<file path="src/rtl/fifo_param.sv">
// fifo_param: synchronous single-clock FIFO with registered read data.
//
// Parameters
//   DATA_WIDTH : word width in bits
//   ADDR_WIDTH : pointer width; depth is 2**ADDR_WIDTH words
//   AF_LEVEL   : almost_full asserts when occupancy >= AF_LEVEL
//   AE_LEVEL   : almost_empty asserts when occupancy <= AE_LEVEL
//
// Ports
//   clk          : clock, all state changes on the rising edge
//   rst          : asynchronous active-high reset
//   push, pop    : write / read requests
//   data_in      : write data
//   data_out     : read data, loaded on the edge that accepts a pop
//   empty, full  : occupancy == 0 / occupancy == depth
//   almost_empty : occupancy <= AE_LEVEL
//   almost_full  : occupancy >= AF_LEVEL
//   overflow     : one-cycle pulse after a rejected push
//   underflow    : one-cycle pulse after a rejected pop
//   fifo_counter : current occupancy, 0..depth
module fifo_param #(
  parameter int DATA_WIDTH = 8,
  parameter int ADDR_WIDTH = 3,
  parameter int AF_LEVEL   = (1 << ADDR_WIDTH) - 2,
  parameter int AE_LEVEL   = 2
) (
  input  logic                  clk,
  input  logic                  rst,
  input  logic                  push,
  input  logic                  pop,
  input  logic [DATA_WIDTH-1:0] data_in,
  output logic [DATA_WIDTH-1:0] data_out,
  output logic                  empty,
  output logic                  full,
  output logic                  almost_empty,
  output logic                  almost_full,
  output logic                  overflow,
  output logic                  underflow,
  output logic [ADDR_WIDTH:0]   fifo_counter
);

  localparam int DEPTH = 1 << ADDR_WIDTH;

  // Thresholds sized to the counter so the decodes compare like widths.
  localparam logic [ADDR_WIDTH:0]   DEPTH_C = (ADDR_WIDTH + 1)'(DEPTH);
  localparam logic [ADDR_WIDTH:0]   AF_C    = (ADDR_WIDTH + 1)'(AF_LEVEL);
  localparam logic [ADDR_WIDTH:0]   AE_C    = (ADDR_WIDTH + 1)'(AE_LEVEL);
  localparam logic [ADDR_WIDTH:0]   CNT_ONE = (ADDR_WIDTH + 1)'(1);
  localparam logic [ADDR_WIDTH:0]   CNT_ZERO = (ADDR_WIDTH + 1)'(0);
  localparam logic [ADDR_WIDTH-1:0] PTR_ONE = ADDR_WIDTH'(1);
  localparam logic [ADDR_WIDTH-1:0] PTR_ZERO = ADDR_WIDTH'(0);

  logic [DATA_WIDTH-1:0] mem_r [DEPTH];
  logic [ADDR_WIDTH-1:0] wr_ptr_r;
  logic [ADDR_WIDTH-1:0] rd_ptr_r;
  logic [ADDR_WIDTH:0]   count_r;
  logic [DATA_WIDTH-1:0] data_out_r;
  logic                  overflow_r;
  logic                  underflow_r;

  logic empty_s;
  logic full_s;
  logic push_ok_s;
  logic pop_ok_s;

  // Status decodes and request acceptance.
  always_comb begin
    empty_s   = (count_r == CNT_ZERO);
    full_s    = (count_r == DEPTH_C);
    pop_ok_s  = pop & ~empty_s;
    // A full FIFO still takes a push when a pop frees a slot on the same edge.
    push_ok_s = push & (~full_s | pop_ok_s);
  end

  // Storage array: deliberately not reset; writes are suppressed during reset.
  always_ff @(posedge clk) begin
    if (push_ok_s && !rst) begin
      mem_r[wr_ptr_r] <= data_in;
    end else begin
      mem_r[wr_ptr_r] <= mem_r[wr_ptr_r];
    end
  end

  // Pointers, occupancy, read data and error pulses.
  always_ff @(posedge clk or posedge rst) begin
    if (rst) begin
      wr_ptr_r    <= PTR_ZERO;
      rd_ptr_r    <= PTR_ZERO;
      count_r     <= CNT_ZERO;
      data_out_r  <= {DATA_WIDTH{1'b0}};
      overflow_r  <= 1'b0;
      underflow_r <= 1'b0;
    end else begin
      overflow_r  <= push & ~push_ok_s;
      underflow_r <= pop & ~pop_ok_s;

      if (push_ok_s) begin
        wr_ptr_r <= wr_ptr_r + PTR_ONE;
      end else begin
        wr_ptr_r <= wr_ptr_r;
      end

      if (pop_ok_s) begin
        data_out_r <= mem_r[rd_ptr_r];
        rd_ptr_r   <= rd_ptr_r + PTR_ONE;
      end else begin
        data_out_r <= data_out_r;
        rd_ptr_r   <= rd_ptr_r;
      end

      case ({push_ok_s, pop_ok_s})
        2'b10:   count_r <= count_r + CNT_ONE;
        2'b01:   count_r <= count_r - CNT_ONE;
        default: count_r <= count_r;
      endcase
    end
  end

  assign data_out     = data_out_r;
  assign overflow     = overflow_r;
  assign underflow    = underflow_r;
  assign fifo_counter = count_r;
  assign empty        = empty_s;
  assign full         = full_s;
  assign almost_empty = (count_r <= AE_C);
  assign almost_full  = (count_r >= AF_C);

endmodule

</file>
<file path="config.mk">
export PLATFORM = sky130hd
export DESIGN_NAME = fifo_param
export DESIGN_NICKNAME = d
export VERILOG_FILES = /design/src/rtl/fifo_param.sv
export SDC_FILE = /design/constraint.sdc
export NUM_CORES = 1
export LEC_CHECK = 0
export ABC_AREA = 1
export CAP_MARGIN = 20
export CORE_MARGIN = 4
export CORE_UTILIZATION = 30
export CTS_CLUSTER_SIZE = 40
export DETAILED_ROUTE_END_ITERATION = 8
export MAX_ROUTING_LAYER = met4
export PLACE_DENSITY_LB_ADDON = 0.25
export SETUP_SLACK_MARGIN = 0.3
export SYNTH_ARGS = -nofsm -noshare
export SYNTH_HDL_FRONTEND = slang
export SYNTH_SLANG_ARGS = --single-unit
</file>
<file path="constraint.sdc">
create_clock -name clk -period 2.9 [get_ports clk]
set_clock_uncertainty 0.1 [all_clocks]
set_input_delay 0.58 -clock clk [delete_from_list [all_inputs] [get_ports clk]]
set_output_delay 0.58 -clock clk [all_outputs]
set_load 0.1 [all_outputs]
</file>
==> flow_metrics.py, run 1 <==
metrics = {
    "timing": {
        "setup_ws_ns": 0.6503,
        "hold_violations": 0,
        "fmax_mhz": 444.5,
        "final-max-slew-violation-count": 0,
        "min_period_over_period": 0.7758,
        "min_period_ns": 2.250,
        "max_slew.worst_pin.slew_ns": 0.5865,
        "setup_violations": 0,
        "maxSlewHeadroom": 0.6084,
        "hold_slack_ns": 0.3781,
        "tns_ns": 0,
        "rsz0062_at_grt": "no",
    },
    "critical_path": {
        "r2r_end": "fifo_counter[3]",
        "cp-start-kind": "flop",
        "cp.arrival_ns": 1.57,
        "rr_worst_depth": 12,
        "r2r_start": "fifo_counter[2]",
        "critPathMaxFanout": 5,
        "reg2reg_slack_ns": 0.86,
        "cp_cell_sequence": "nor2_2 -> nand3_1 -> clkinvlp_4 -> buf_4",
        "cp_num_buf_inv": 2,
        "crit_cells": 4,
        "critPathSlowestCell": "dfrtp_4",
        "required_ns": 2.22,
        "cpPeakStageDelay_ns": 0.50,
        "critPathKind": "reg2out",
        "cp_top_family": "flip-flops",
        "cp-end-kind": "output port",
    },
    "floorplan": {
        "die_y_um": 115.7,
        "ios": 30,
        "die_x_um": 115.7,
        "row_count": 39,
        "start_util": 0.3059,
        "die-area_sq_um": 13380,
        "core_area_sq_um": 11370,
    },
    "synthesis": {
        "synth-seq-area-share": 0.6964,
        "ys_ff_latch": 84,
        "ys_types": 25,
        "synth.cell_area_sq_um": 3478,
        "syn_inst": 293,
        "synth_nets": 310,
        "synth_warnings": 0,
        "syn_avg_cell_area_sq_um": 11.87,
    },
    "clocking": {
        "cts-buffers-inserted": 9,
        "ctsResizeCount": 0,
        "path_clk_slew_ns": 0.06,
        "h-tree-depth": 3,
        "cts.sinks": 84,
        "clock_path_buffers": 2,
        "cts_post_setup_buffers_inserted": 0,
        "clockRootBuffer": "clkbuf_16",
        "clock_latency_ns": 0.34,
        "cts_tree": "done",
        "cts_hold_buf": 0,
    },
    "power_and_ir_drop": {
        "power_leakage_uw": 0.001593,
        "ir_drop_mv": 0.7942,
        "power.density_nw_per_um2": 1144,
    },
    "cells_and_area": {
        "multi_input_area_sq_um": 962.2,
        "area_delta_synth_final_pct": 22.77,
        "stdcell_area_sq_um": 4270,
        "final_util": 0.3756,
        "fin_nets": 350,
        "antenna_cells": 0,
        "nFillCells": 1112,
        "drive_gt1_frac": 0.2012,
        "register_area_sq_um": 2435,
    },
    "global_route": {
        "grt_max_degree": 35,
        "grt.total_usage": 0.1234,
        "use_met2": 0.1906,
        "grt_pass1_vias": 2211,
        "grt_pass1_wl_mm": 11.83,
        "met1_usage": 0.1574,
        "grt-busiest-layer": "met2",
        "overflow": 0,
        "antenna_found_initial": 0,
        "grt.met3_usage": 0.02193,
    },
    "route": {
        "drt_iter0_drc": 88,
        "routed-via-count": 2208,
        "ant_nets": 0,
        "vias_per_cell": 4.590,
        "firstDrtPassIters": 4,
        "totalWireLength_mm": 7.315,
        "avgRoutedWirePerCell_um": 15.21,
        "drc": 0,
    },
    "hold_path": {
        "hold_class": "reg2reg",
        "min-delay-start": "data_out[6]",
        "hold_depth": 2,
        "hold-path-endpoint": "data_out[6]",
    },
    "run": {
        "drv_cap": 0,
    },
    "placement": {
        "placement.io_buffers": 29,
        "post-place-ws_ns": 0.4433,
        "place_area_sq_um": 3975,
        "dp_hpwl_mm": 4.672,
        "gp_congestion": 0.7472,
    },
    "run_status": {
        "status": "completed",
    },
}
==> report_power, final <==
part | internal, uW | total (uW) | switching (uW) | leakage, uW
clock network | 689 | 1120 | 434 | 0.000147
registers | 1520 | 1650 | 130 | 0.000815
logic | 529 | 2120 | 1590 | 0.000632
==> worst max-delay path by stage <==
stage               startpoint              end  slack [ns]
3_3_place_gp               pop      mem_r[1][6]        0.48
4_1_cts        fifo_counter[0]             full        0.62
6_report       fifo_counter[0]             full        0.65
5_1_grt        fifo_counter[0]             full        0.56
3_5_place_dp              push  fifo_counter[3]        0.44
2_1_floorplan  fifo_counter[2]      mem_r[0][0]        0.32
==> cells in the mapped netlist (all sizes together) <==
library cell	instances	area share
edfxtp	64	0.55
ha	4	0.014
xnor2	3	0.0076
fa	1	0.0058
o21ai	35	0.050
clkinv	1	0.0011
nand3	17	0.024
dfrtp	20	0.14
a21oi	2	0.0040
xor2	3	0.0076
o211ai	16	0.035
nand4	1	0.0018
buf	11	0.017
nand2	33	0.042
inv	17	0.018
nor2	61	0.069
nor3	4	0.0058
==> metrics by stage <==
stage               std cells  power, uW
floorplan                 293       3321
global placement          465       3800
detailed placement        465       3815
CTS                       481       4950
global route              481       5174
finish                    481       4885
==> cell type report <==
type                    instances  share of cell area
clock buffers                  12             0.05772
clock inverters                 4             0.01143
inverters                      18             0.01670
multi-input cells             180              0.2253
flip-flops and latches         84              0.5702
well taps                     143             0.04190
repair buffers                 40             0.07677
==> registers in the layout, indices dropped and copies added (netlist names) <==
signal / flops
data_out: 8
fifo_counter: 4
mem_r: 64
overflow: 1
rd_ptr_r: 3
underflow: 1
wr_ptr_r: 3
==> worst register-to-register path, stage by stage (launching register included) <==
cell	delay, ns
dfrtp_4	0.49
nor2_1	0.18
nand2_2	0.11
nand2_4	0.18
nor2_4	0.07
ha_1	0.33
nand3_1	0.09
nand3_1	0.09
nand4_1	0.10
nand2_1	0.08
nand2_1	0.04
nand2_1	0.05
inv_1	0.03
==> kinds of logic (layout without fill, tap and decap cells) <==
family | count (synthesis) | after routing | share of synthesized area
fa+ha+maj | 5 | 5 | 0.02014
flops | 84 | 84 | 0.6964
buf+inv | 29 | 74 | 0.03669
xor+xnor | 6 | 6 | 0.01511
simple gates | 116 | 116 | 0.1428
compound gates | 53 | 53 | 0.08885
==> per-layer routing <==
| layer | up-vias | share of wire |
|---|---|---|
| met5 | - | 0 |
| met4 | 0 | 0.022 |
| met3 | 10 | 0.034 |
| met2 | 29 | 0.48 |
| met1 | 1072 | 0.47 |
| li1 | 1097 | - |
==> layout by cell type, fill, tap and decap left out <==
| cell type | synthesis | routed |
|---|---|---|
| nor2_1 | 59 | 55 |
| bufinv_16 | 0 | 1 |
| a21oi_1 | 1 | 1 |
| nand4_1 | 1 | 1 |
| clkinv_4 | 0 | 1 |
| nand3_1 | 17 | 17 |
| nor2_4 | 1 | 1 |
| inv_1 | 14 | 13 |
| nand2_4 | 2 | 2 |
| o21ai_1 | 14 | 14 |
| clkbuf_1 | 0 | 2 |
| clkinvlp_4 | 0 | 1 |
| clkbuf_16 | 0 | 9 |
| nand2_1 | 28 | 28 |
| o21ai_0 | 21 | 20 |
| dfrtp_2 | 0 | 1 |
| clkinv_1 | 1 | 1 |
| edfxtp_1 | 64 | 64 |
| inv_2 | 3 | 3 |
| clkinv_2 | 0 | 2 |
| ha_1 | 4 | 4 |
| xor2_1 | 3 | 3 |
| fa_1 | 1 | 1 |
| xnor2_1 | 3 | 3 |
| dfrtp_1 | 20 | 16 |
| buf_4 | 2 | 29 |
| clkdlybuf4s50_1 | 0 | 11 |
| o21ai_2 | 0 | 1 |
| o211ai_1 | 16 | 16 |
| a21oi_2 | 1 | 1 |
| clkbuf_8 | 0 | 1 |
| dfrtp_4 | 0 | 3 |
| nor3_2 | 0 | 4 |
| nor2_2 | 1 | 5 |
| nand2_2 | 3 | 3 |
(Power assumes the default switching activity.)
==> run 2, diff against run 1 <==
- clock period: 2.9 -> 1.87 ns (I/O delays scaled with it)
==> run 2 against run 1 <==
The flow now finishes with violations (negative setup slack). Die area is the same. Sequential power up 59%. Wire length is 19% higher. Clock-buffer cell count up 2. Core utilization rose by 7.9 points. Critical path type unchanged.
==> flow_metrics.py, run 2 (synthesized netlist as in run 1, its figures left out) <==
metrics = {
    "cells_and_area": {
        "register_area_sq_um": 2437,
        "antenna_cells": 0,
        "largest_reg_flops": 64,
        "drive_gt1_frac": 0.3395,
        "multi_input_area_sq_um": 1181,
        "largest-register": "mem_r",
        "area_delta_synth_final_pct": 48.45,
        "finalNonFillerCells": 520,
        "nFillCells": 1020,
        "fin_nets": 389,
        "layout_commonest_cell": "edfxtp_1",
        "final_cell_mix": "edfxtp_1 (64), nor2_1 (53), nand2_1 (28)",
    },
    "timing": {
        "max_slew.worst_pin.slew_ns": 0.3524,
        "rsz0062_at_grt": "yes",
        "setup_ws_ns": -0.1026,
        "setup_violations": 3,
        "min_period_over_period": 1.055,
        "fmax_mhz": 507.0,
        "maxSlewHeadroom": 0.7651,
        "final-max-slew-violation-count": 0,
        "hold_violations": 0,
        "min_period_ns": 1.973,
    },
    "run_status": {
        "status": "finished, violations left",
        "failed_checks": "negative setup slack",
    },
    "critical_path": {
        "critPathKind": "reg2out",
        "r2r_start": "fifo_counter[1]",
        "r2r_end": "fifo_counter[3]",
        "cp-start-kind": "flop",
        "rr_worst_depth": 12,
        "critPathMaxFanout": 2,
        "cp-end-kind": "output port",
        "cp.arrival_ns": 1.50,
        "required_ns": 1.40,
        "reg2reg_slack_ns": -0.03,
    },
    "hold_path": {
        "hold-path-endpoint": "data_out[2]",
        "hold_class": "reg2reg",
        "min-delay-start": "data_out[2]",
        "hold_depth": 2,
    },
    "clocking": {
        "clock_latency_ns": 0.33,
        "cts.sinks": 84,
        "h-tree-depth": 3,
        "cts_hold_buf": 0,
        "path_clk_slew_ns": 0.06,
        "clock_path_buffers": 2,
        "cts-buffers-inserted": 9,
        "cts_tree": "done",
        "clockRootBuffer": "clkbuf_16",
    },
    "placement": {
        "gp_congestion": 0.7870,
        "post-place-cells": 491,
        "placement.io_buffers": 29,
        "dp_hpwl_mm": 5.643,
    },
    "global_route": {
        "overflow": 0,
        "grt_max_degree": 35,
        "grt.total_usage": 0.1404,
        "grt_pass1_wl_mm": 13.69,
        "grt_pass1_vias": 2541,
        "antenna_found_initial": 0,
    },
    "floorplan": {
        "die-area_sq_um": 13380,
        "core_area_sq_um": 11370,
        "die_y_um": 115.7,
        "ios": 30,
        "row_count": 39,
        "start_util": 0.3059,
        "die_x_um": 115.7,
    },
    "power_and_ir_drop": {
        "power_leakage_uw": 0.001931,
        "report.power.total_uw": 9151,
        "ir_drop_mv": 1.476,
        "power.density_nw_per_um2": 1772,
    },
    "route": {
        "drt_iter0_drc": 160,
        "avgRoutedWirePerCell_um": 16.72,
        "drc": 0,
        "firstDrtPassIters": 4,
        "routed-via-count": 2434,
        "totalWireLength_mm": 8.695,
        "vias_per_cell": 4.681,
        "ant_nets": 0,
    },
    "run": {
        "drv_cap": 0,
    },
}
[run 2: cell types whose count changed in the layout (fill, tap and decap cells not counted), moves of 3 or more]
cell,before,now
nor2_2,5,0
inv_4,0,4
nand3_2,0,7
buf_12,0,21
buf_6,0,25
nor2_4,1,8
buf_4,29,22
nand3_4,0,3
nand3_1,17,7
nor3_4,0,4
nor3_2,4,0
inv_1,13,7
[run 2: critical path, stage by stage, from the launching register on]
cell	delay, ns
dfrtp_4	0.49
nor2_4	0.14
buf_6	0.11
nand3_4	0.07
clkinvlp_4	0.10
buf_6	0.10
buf_12	0.16
[run 2: routing by layer]
metal | vias up | wire length [um] | part of all wire | GRT usage
met1 | 1181 | 3695 | 0.42 | 0.1767
li1 | 1188 | - | - | -
met3 | 8 | 368 | 0.042 | 0.02924
met4 | 0 | 108 | 0.012 | 0.04795
met2 | 57 | 4522 | 0.52 | 0.2269
met5 | - | 0 | 0 | -
[run 2: metrics by stage]
stage | cell area [sq um] | setup WS (ns) | setup TNS (ns) | util | hold WS [ns]
after global routing | 5164 | -0.1761 | -1.928 | 0.4542 | 0.4682
after detailed placement | 4508 | -0.2152 | -7.145 | 0.3965 | 0.4307
after global placement | 4508 | -0.1718 | -6.663 | 0.3965 | 0.4312
after CTS | 5036 | -0.05786 | -0.1180 | 0.4429 | 0.4441
after floorplan | 3616 | -0.5497 | -32.95 | - | 0.2718
final | 5164 | -0.1026 | -0.1568 | 0.4542 | 0.4375
[run 2: what timing repair did]
item | CTS | global route
endpoints found under the setup margin | 86 | 90
gates resized for setup | 37 | 25
pin swaps | 10 | 10
setup buffers | 10 | 3
[run 2: where the power goes]
part           total [uW]  leakage (uW)  switching (uW)  internal [uW]
sequential           2620      0.000815             259           2360
clock                1790      0.000144             673           1110
combinational        4750      0.000973            2920           1820
total                9150       0.00193            3860           5290
[run 2: how the worst max path moves through the flow]
stage,endpoint,cells past startpoint,from,slack (ns)
2_1_floorplan,mem_r[6][0],6,fifo_counter[1],-0.55
3_3_place_gp,fifo_counter[3],12,pop,-0.17
3_5_place_dp,fifo_counter[3],12,pop,-0.22
4_1_cts,empty,5,fifo_counter[0],-0.06
5_1_grt,fifo_counter[3],12,fifo_counter[2],-0.18
6_report,full,6,fifo_counter[1],-0.10
[run 2: area by class of cell]
cell class                      instances  area share
Clock buffer                           14     0.05137
Clock inverter                          2    0.006542
Inverter                               18     0.01745
Multi-Input combinational cell        180      0.2287
Sequential cell                        84      0.4720
Tap cell                              143     0.03465
Timing Repair Buffer                   79      0.1892
